$ cat src/rtl/hps_pixel_dispatcher.sv
// HPS mailbox pixel dispatcher: polls a shared SRAM command block, decodes point or
// row-fill entries and hands each pixel to a column unit over a one-hot request/ack.
module hps_pixel_dispatcher #(
    parameter int N_COLS      = 64,
    parameter int ADDR_W      = 8,
    parameter int ROW_W       = 10,
    parameter int COLOR_W     = 8,
    parameter int RD_LAT      = 2,
    parameter int ACK_TIMEOUT = 255
) (
    input  logic                clock,
    input  logic                reset,
    output logic [ADDR_W-1:0]   sram_address,
    output logic                sram_write,
    output logic [31:0]         sram_writedata,
    input  logic [31:0]         sram_readdata,
    output logic [N_COLS-1:0]   col_select,
    output logic [ROW_W-1:0]    row_select,
    output logic [COLOR_W-1:0]  pixel_color,
    input  logic [N_COLS-1:0]   return_sig,
    output logic                busy,
    output logic                frame_done,
    output logic [15:0]         drop_count
);

    localparam int COL_W = (N_COLS > 1) ? $clog2(N_COLS) : 1;
    localparam int RDC_W = $clog2(RD_LAT + 1);
    localparam int TO_W  = $clog2(ACK_TIMEOUT + 1);

    localparam logic [ADDR_W-1:0] MAX_COUNT = {{(ADDR_W-1){1'b1}}, 1'b0};
    localparam logic [COL_W-1:0]  LAST_COL  = COL_W'(N_COLS - 1);
    localparam logic [RDC_W-1:0]  RD_DONE   = RDC_W'(RD_LAT);
    localparam logic [TO_W-1:0]   TO_LAST   = TO_W'(ACK_TIMEOUT - 1);
    localparam logic [N_COLS-1:0] ONE_COL   = {{(N_COLS-1){1'b0}}, 1'b1};

    typedef enum logic [2:0] {
        S_POLL, S_COUNT, S_FETCH, S_DRIVE, S_ACK, S_NEXT, S_CLEAR
    } state_t;

    state_t               state_q, state_d;
    logic [RDC_W-1:0]     rd_cnt_q, rd_cnt_d;
    logic                 mode_q, mode_d;
    logic [ADDR_W-1:0]    count_q, count_d;
    logic [ADDR_W-1:0]    idx_q, idx_d;
    logic [COL_W-1:0]     col_q, col_d;
    logic                 oor_q, oor_d;
    logic [ROW_W-1:0]     row_q, row_d;
    logic [COLOR_W-1:0]   color_q, color_d;
    logic [TO_W-1:0]      to_cnt_q, to_cnt_d;
    logic [ADDR_W-1:0]    addr_q, addr_d;
    logic                 write_q, write_d;
    logic [N_COLS-1:0]    col_sel_q, col_sel_d;
    logic [ROW_W-1:0]     row_sel_q, row_sel_d;
    logic [COLOR_W-1:0]   pix_q, pix_d;
    logic                 busy_q, busy_d;
    logic                 done_q, done_d;
    logic [15:0]          drop_q, drop_d;

    logic                 rd_done_s;
    logic                 ack_s;
    logic                 timeout_s;
    logic                 last_entry_s;
    logic                 x_oor_s;
    logic [ADDR_W-1:0]    cnt_clamp_s;
    logic                 unused_rdata_s;

    function automatic logic [15:0] sat_inc(input logic [15:0] v);
        if (v == 16'hFFFF) begin
            return v;
        end else begin
            return v + 16'h0001;
        end
    endfunction

    assign rd_done_s      = (rd_cnt_q == RD_DONE);
    assign ack_s          = return_sig[col_q];
    assign timeout_s      = (to_cnt_q == TO_LAST);
    assign last_entry_s   = ((idx_q + ADDR_W'(1)) == count_q);
    assign x_oor_s        = ({22'h000000, sram_readdata[29:20]} >= 32'(N_COLS));
    assign cnt_clamp_s    = (sram_readdata[ADDR_W-1:0] > MAX_COUNT) ? MAX_COUNT
                                                                    : sram_readdata[ADDR_W-1:0];
    assign unused_rdata_s = ^{sram_readdata[31:30], sram_readdata[19:18]};

    // State and output registers; reset leaves the mailbox untouched.
    always_ff @(posedge clock) begin
        if (reset) begin
            state_q   <= S_POLL;
            rd_cnt_q  <= '0;
            mode_q    <= 1'b0;
            count_q   <= '0;
            idx_q     <= '0;
            col_q     <= '0;
            oor_q     <= 1'b0;
            row_q     <= '0;
            color_q   <= '0;
            to_cnt_q  <= '0;
            addr_q    <= '0;
            write_q   <= 1'b0;
            col_sel_q <= '0;
            row_sel_q <= '0;
            pix_q     <= '0;
            busy_q    <= 1'b0;
            done_q    <= 1'b0;
            drop_q    <= 16'h0000;
        end else begin
            state_q   <= state_d;
            rd_cnt_q  <= rd_cnt_d;
            mode_q    <= mode_d;
            count_q   <= count_d;
            idx_q     <= idx_d;
            col_q     <= col_d;
            oor_q     <= oor_d;
            row_q     <= row_d;
            color_q   <= color_d;
            to_cnt_q  <= to_cnt_d;
            addr_q    <= addr_d;
            write_q   <= write_d;
            col_sel_q <= col_sel_d;
            row_sel_q <= row_sel_d;
            pix_q     <= pix_d;
            busy_q    <= busy_d;
            done_q    <= done_d;
            drop_q    <= drop_d;
        end
    end

    // Next-state decode.
    always_comb begin
        state_d = state_q;
        case (state_q)
            S_POLL: begin
                if (rd_done_s && sram_readdata[0]) state_d = S_COUNT;
                else                               state_d = S_POLL;
            end
            S_COUNT: begin
                if (!rd_done_s)                state_d = S_COUNT;
                else if (cnt_clamp_s == '0)    state_d = S_CLEAR;
                else                           state_d = S_FETCH;
            end
            S_FETCH: begin
                if (rd_done_s) state_d = S_DRIVE;
                else           state_d = S_FETCH;
            end
            S_DRIVE: begin
                if (oor_q) state_d = S_NEXT;
                else       state_d = S_ACK;
            end
            S_ACK: begin
                if (!(ack_s || timeout_s))              state_d = S_ACK;
                else if (mode_q && (col_q != LAST_COL)) state_d = S_DRIVE;
                else                                    state_d = S_NEXT;
            end
            S_NEXT: begin
                if (last_entry_s) state_d = S_CLEAR;
                else              state_d = S_FETCH;
            end
            S_CLEAR: state_d = S_POLL;
            default: state_d = S_POLL;
        endcase
    end

    // Datapath and registered-output next values; each read restarts the latency counter.
    always_comb begin
        rd_cnt_d  = '0;
        mode_d    = mode_q;
        count_d   = count_q;
        idx_d     = idx_q;
        col_d     = col_q;
        oor_d     = oor_q;
        row_d     = row_q;
        color_d   = color_q;
        to_cnt_d  = to_cnt_q;
        addr_d    = addr_q;
        write_d   = write_q;
        col_sel_d = col_sel_q;
        row_sel_d = row_sel_q;
        pix_d     = pix_q;
        busy_d    = busy_q;
        done_d    = 1'b0;
        drop_d    = drop_q;
        case (state_q)
            S_POLL: begin
                if (!rd_done_s) begin
                    rd_cnt_d = rd_cnt_q + RDC_W'(1);
                end else if (sram_readdata[0]) begin
                    mode_d = sram_readdata[1];
                    busy_d = 1'b1;
                    addr_d = ADDR_W'(1);
                end else begin
                    addr_d = '0;
                end
            end
            S_COUNT: begin
                if (!rd_done_s) begin
                    rd_cnt_d = rd_cnt_q + RDC_W'(1);
                end else begin
                    count_d = cnt_clamp_s;
                    idx_d   = '0;
                    if (cnt_clamp_s == '0) begin
                        addr_d  = '0;
                        write_d = 1'b1;
                    end else begin
                        addr_d = ADDR_W'(2);
                    end
                end
            end
            S_FETCH: begin
                if (!rd_done_s) begin
                    rd_cnt_d = rd_cnt_q + RDC_W'(1);
                end else begin
                    row_d   = sram_readdata[8 +: ROW_W];
                    color_d = sram_readdata[COLOR_W-1:0];
                    col_d   = mode_q ? '0 : sram_readdata[20 +: COL_W];
                    oor_d   = !mode_q && x_oor_s;
                end
            end
            S_DRIVE: begin
                if (oor_q) begin
                    drop_d = sat_inc(drop_q);
                end else begin
                    col_sel_d = ONE_COL << col_q;
                    row_sel_d = row_q;
                    pix_d     = color_q;
                    to_cnt_d  = '0;
                end
            end
            S_ACK: begin
                if (ack_s || timeout_s) begin
                    col_sel_d = '0;
                    to_cnt_d  = '0;
                    if (ack_s) drop_d = drop_q;
                    else       drop_d = sat_inc(drop_q);
                    if (mode_q && (col_q != LAST_COL)) col_d = col_q + COL_W'(1);
                    else                               col_d = col_q;
                end else begin
                    to_cnt_d = to_cnt_q + TO_W'(1);
                end
            end
            S_NEXT: begin
                if (last_entry_s) begin
                    addr_d  = '0;
                    write_d = 1'b1;
                end else begin
                    idx_d  = idx_q + ADDR_W'(1);
                    addr_d = idx_q + ADDR_W'(3);
                end
            end
            S_CLEAR: begin
                addr_d  = '0;
                write_d = 1'b0;
                busy_d  = 1'b0;
                done_d  = 1'b1;
            end
            default: begin
                done_d = 1'b0;
            end
        endcase
    end

    assign sram_address   = addr_q;
    assign sram_write     = write_q;
    assign sram_writedata = 32'h0000_0000;
    assign col_select     = col_sel_q;
    assign row_select     = row_sel_q;
    assign pixel_color    = pix_q;
    assign busy           = busy_q;
    assign frame_done     = done_q;
    assign drop_count     = drop_q;

endmodule

$ cat config.mk
export PLATFORM = sky130hd
export DESIGN_NAME = hps_pixel_dispatcher
export DESIGN_NICKNAME = d
export VERILOG_FILES = /design/src/rtl/hps_pixel_dispatcher.sv
export SDC_FILE = /design/constraint.sdc
export NUM_CORES = 1
export LEC_CHECK = 0
export CORE_AREA = 2 2 135 137
export DETAILED_ROUTE_END_ITERATION = 10
export DIE_AREA = 0 0 137 139
export PLACE_DENSITY = 0.89
export SYNTH_ARGS = -nofsm -noshare
export SYNTH_HDL_FRONTEND = slang
export SYNTH_SLANG_ARGS = --single-unit
$ cat constraint.sdc
create_clock -name clock -period 3.8 [get_ports clock]
set_clock_uncertainty 0.1 [all_clocks]
set_input_delay 1.14 -clock clock [delete_from_list [all_inputs] [get_ports clock]]
set_output_delay 1.14 -clock clock [all_outputs]
set_load 0.05 [all_outputs]
# Word level (Yosys, flattened, before mapping)
# Cells that the tools add are included.
word_totals:
  reg_bits: 164
  inputBits: 98
  output_inout_bits: 141
  wordCells: 125
classes:
  addsub: 6
  magnitude_cmp: 3
  n_eq_ne: 23
  shifts: 1
  mux: 45
  bitwise: 2
  reduce_logical: 27
op_table:
  columns: ["cell", "n"]
  rows:
  - ["64-bit two-way mux", 2]
  - ["64-bit one-hot mux with 2 select lines", 1]
  - ["16-bit two-way mux", 4]
  - ["8-bit two-way mux", 8]
  - ["1-bit by 6-bit left shift with 64-bit output (first input constant)", 1]
  - ["16-bit one-hot mux with 2 select lines", 1]
  - ["8-bit one-hot mux with 2 select lines", 2]
  - ["8-bit one-hot mux with 4 select lines", 1]
  - ["6-bit two-way mux", 4]
  - ["2-bit inequality test (second input constant)", 12]
  - ["3-bit one-hot mux with 6 select lines", 1]
  - ["16-bit by 1-bit adder with 16-bit output (second input constant)", 1]
  - ["8-bit by 1-bit adder with 8-bit output (second input constant)", 2]
  - ["16-bit equality test (second input constant)", 1]
  - ["3-bit two-way mux", 5]
  - ["3-bit AND reduction", 5]
  - ["6-bit one-hot mux with 2 select lines", 1]
  - ["4-bit AND reduction", 3]
  - ["1-bit two-way mux", 11]
  - ["10-bit by 7-bit >= comparator with 1-bit output (second input constant)", 1]
  - ["3-bit equality test (second input constant)", 3]
  - ["8-bit by 2-bit adder with 8-bit output (second input constant)", 1]
  - ["8-bit equality test", 1]
  - ["8-bit equality test (second input constant)", 1]
  - ["other kinds (23)", 34]

# Longest topological paths before layout
depth:
  depth_word: 6
  ltp_mapped: 11
  mapped_depth_nobuf: 8

# Least setup slack after synthesis
# OpenSTA, ideal clock, no wires.
synth_path:
  path_kind: "input-to-reg"
  start: "input port return_sig[62]"
  end: "register to_cnt_q[4]"
  setup_time_ps: 58
  arrival_ps: 3137
  required_time_ps: 3642
  slack_ps: 506
  cell_stages: 9
  path_buffers: 2
  cell_sequence: "mux4_2 -> mux2i_1 -> o2111ai_1 -> and4_1 -> buf_2 -> or3_1 -> clkbuf_1 -> o41ai_1 -> a31o_2"
synth_between:
  elab_chain_len: 5
synth_rtl:
  columns: ["element", "line_no", "text"]
  rows:
  - ["start, declared", "20", "input logic [N_COLS-1:0] return_sig,"]
  - ["1-bit binary-select mux with 6-bit select", "76", "assign ack_s = return_sig[col_q];"]
  - ["1-bit two-way mux (implied by the code)", "76", null]
  - ["1-bit logical OR", "228", "if (ack_s || timeout_s) begin"]
  - ["8-bit two-way mux", "228", null]
  - ["8-bit one-hot mux with 2 select lines", "181", "case (state_q)"]
  - ["end signal, assigned", "115", "to_cnt_q <= to_cnt_d;"]
  - ["end, declared", "49", "logic [TO_W-1:0] to_cnt_q, to_cnt_d;"]
# Every way passes these cells. The select of a mux whose other input is x is not followed.
# A chain may end at the register's enable or synchronous reset.

# Final worst setup path
layout_path:
  start: "input port return_sig[62]"
  end: "register col_sel_q[48] (netlist: col_select[48])"
layout_between:
  elab_chain_len: 5
layout_rtl:
  columns: ["element", "line_no", "text"]
  rows:
  - ["1-bit binary-select mux with 6-bit select", "76", null]
  - ["1-bit two-way mux (implied by the code)", "76", null]
  - ["1-bit logical OR", "228", null]
  - ["2-bit inequality test (no source line)", null, null]
  - ["3-bit AND reduction (no source line)", null, null]
  - ["end signal, assigned", "118", "col_sel_q <= col_sel_d;"]
  - ["end, declared", "52", "logic [N_COLS-1:0] col_sel_q, col_sel_d;"]
# Every way passes these cells. The select of a mux whose other input is x is not followed.

==> results.md <==
* PwrDens at 342 nW/µm²
* Ant. Diodes at 0
* Port Buffer Count at 202
* Biggest area consumer among synthesized cells: dfxtp_1
* # setup viols final at 0
* Post-synthesis mux area share at 5.31%
* HPWL after detailed placement at 16300 µm
* Netlist cell types at 64
* Fin Hold WS at 0.310 ns
* Post-synth top area share at 38.6%
* Register area at 3280 µm²
* Worst Hold Class: reg -> reg
* Vias in the first global route at 7814
* Die height at 139 µm
* IO Count at 239
* Final Non-Filler Cells at 1423
* Critical Path End Type: flip-flop
* CTS buffer count at 17
* Outcome: complete, no violations
* GR Overflow Total at 0
* GRT Total Usage at 24.6%
* Post-CTS setup buffers at 0
* Die Width at 137 µm
* Synth Warn # at 0
* Critical Setup Path Class: in -> reg
* Main combinational cell family by area after synthesis: compound AO/OA/AOI/OAI gates
* Critical path arrival at 3.80 ns
* Detailed Route Iter0 Violations at 526
* 1st-pass router iterations at 5
* Main flop type after synthesis: dfxtp_1
* Maximum VDD drop at 359 µV
* Fillers at 1446
* Hold buffer count at cts at 0
* Reg clk slew, reported paths at 0.07 ns
* TritonCTS clock tree: done
* Worst path required time at 4.02 ns
* Final Util at 63.5%
* Fin crit period at 3.59 ns
* Clk buf depth at 2
* Synth Area in Adders at 1.76%
* Root buf cell: clkbuf_16
* Vias at 8330
* Worst Tran Pin Value at 1.03 ns
* RD Place Congestion at 0.864
* Std-Cell Rows at 49
* EDFF count, synth at 0
* Flops & latches, synth at 164
* Max-slew violations at 0
* Seq/Total Area, Yosys at 38.6%
* Cell Area, Synth at 8510 µm²
* # placed instances at 1391
* Residual DRC at 0
* Initial antenna violation count at 0
* Multi-input logic area at 4630 µm²
* Layout area overhead at 31.9%
* Syn_area_per_cell at 8.35 µm²
* CTS sink cnt at 164
* Starting Density at 48.2%
* Max Fclk at 279 MHz
* MaxCap Viol Count at 0
* Area contributors post-synth: dfxtp_1 39%, nand2_1 7.3%, a21oi_1 7.2%, a41o_1 6.2%, buf_4 3.4%
* Skew-Pair Late Insertion Delay at 0.43 ns
* Share of layout cells above drive strength 1 at 9.05%
* H-Tree Level Count at 4
* Hold Violations, Final at 0
* Final Cycle Share at 94.4%
* Largest net degree at the start of global routing at 101
* First-pass GRT wire length at 38300 µm
* Simple-gate share of the synthesized area at 19.7%
* Leakage at 4.27 nW
* Die area at 19000 µm²
* CP max FO at 72
* Post-route antenna net violation count at 0
* Synth async-reset ratio at 0%
* Post-synth top cells: 166 x nand2_1, 164 x dfxtp_1, 123 x a21oi_1
* Final layout net count at 1291
* CTS resizes at 0
* Critical Path Source Type: input port
* Routed vias/inst at 5.85
* Core box area at 17700 µm²
* RSZ-0062 raised after global routing: no
* Final WL at 23700 µm
* Slew HR at 30.8%
* Xor and xnor fraction of the mapped netlist area at 2.18%
* WL per Instance at 16.7 µm
* Mapped Cells at 1019
* Most numerous cell in the Yosys netlist: nand2_1
* Compound-cell area share of the yosys netlist at 23.9%
## through the flow
stage / setup WS, ns / TNS [ns] / instance area (µm²) / total power (W)
after global placement: -0.158 / -8.49 / 10600 / 0.00209
after floorplan: 0.506 / 0 / 8620 / 0.00198
after CTS: 0.233 / 0 / 11200 / 0.00386
final: 0.212 / 0 / 11200 / 0.00384
after detailed placement: -0.211 / -10.70 / 10600 / 0.00209
after global routing: 0.0581 / 0 / 11200 / 0.00396
## state kept, by name, summed over array words and instances (netlist names), 2 cells and up
signal        cells
idx_q             8
row_select       10
count_q           8
to_cnt_q          8
sram_address      8
row_q            10
color_q           8
rd_cnt_q          2
col_q             6
state_q           3
drop_count       16
pixel_color       8
col_select       64
## where the power goes
part | switching [W] | internal [W]
combinational | 0.000186 | 0.000132
sequential | 0.0000104 | 0.00173
clock | 0.000776 | 0.00100
total | 0.000972 | 0.00286
## path summary, 6_finish.rpt
kind	startpoint	end	slack, ns	depth (start not counted)
worst min-delay path	rd_cnt_q[0]	rd_cnt_q[0]	0.31	1
worst max register to register	col_q[2]	col_select[48]	0.57	8
worst min register to register	rd_cnt_q[0]	rd_cnt_q[0]	0.31	1
worst max-delay path	return_sig[62]	col_select[48]	0.21	9
## worst max-delay path: stages
cell and delay [ns]:
clkdlybuf4s50_1 0.39, mux4_2 0.47, mux2i_1 0.23, o2111ai_1 0.15, and4_1 0.35, o31ai_4 0.36, buf_12 0.31, a21oi_1 0.13
a41o_1 0.26
## layout make-up
| class | instances | share of cell area [%] |
|---|---|---|
| multi-input cells | 738 | 41.3 |
| flip-flops and latches | 164 | 29.3 |
| repair buffers | 243 | 20.9 |
| clock buffers | 17 | 3.79 |
| well taps | 229 | 2.55 |
| clock inverters | 15 | 1.70 |
| inverters | 17 | 0.569 |
## cell usage in the layout (no fill, tap or decap), types with 12 or more instances in the layout
cell / instances
inv_1: 16
and4_1: 17
dfxtp_1: 164
a31o_2: 15
buf_4: 41
nor2b_1: 13
nor2_1: 52
nor3_1: 14
nand2_1: 166
clkdlybuf4s50_1: 201
conb_1: 32
ha_1: 12
nand3_1: 40
o21ai_0: 12
mux2i_1: 26
clkbuf_16: 17
a21oi_1: 123
a41o_1: 53
## layer usage
metal	part of all wire [%]	wire length [µm]	vias to the layer above	global-route usage, %
li1	-	-	3984	-
met5	0	0	-	0
met3	6.8	1620	51	4.39
met2	50	11900	370	42.0
met4	2.5	603	0	9.28
met1	40	9580	3925	30.6
## logic make-up (layout without fill, tap and decap cells)
group                      count (synthesis)  after routing
muxes                                     37             37
buffers and inverters                    148            292
AOI/OAI and AO/OA                        283            283
and+or+nand+nor                          356            356
adders and majority gates                 12             12
other                                      1             32
DFF                                      164            164
xor gates and xnor gates                  18             18
(Power assumes the default switching activity.)
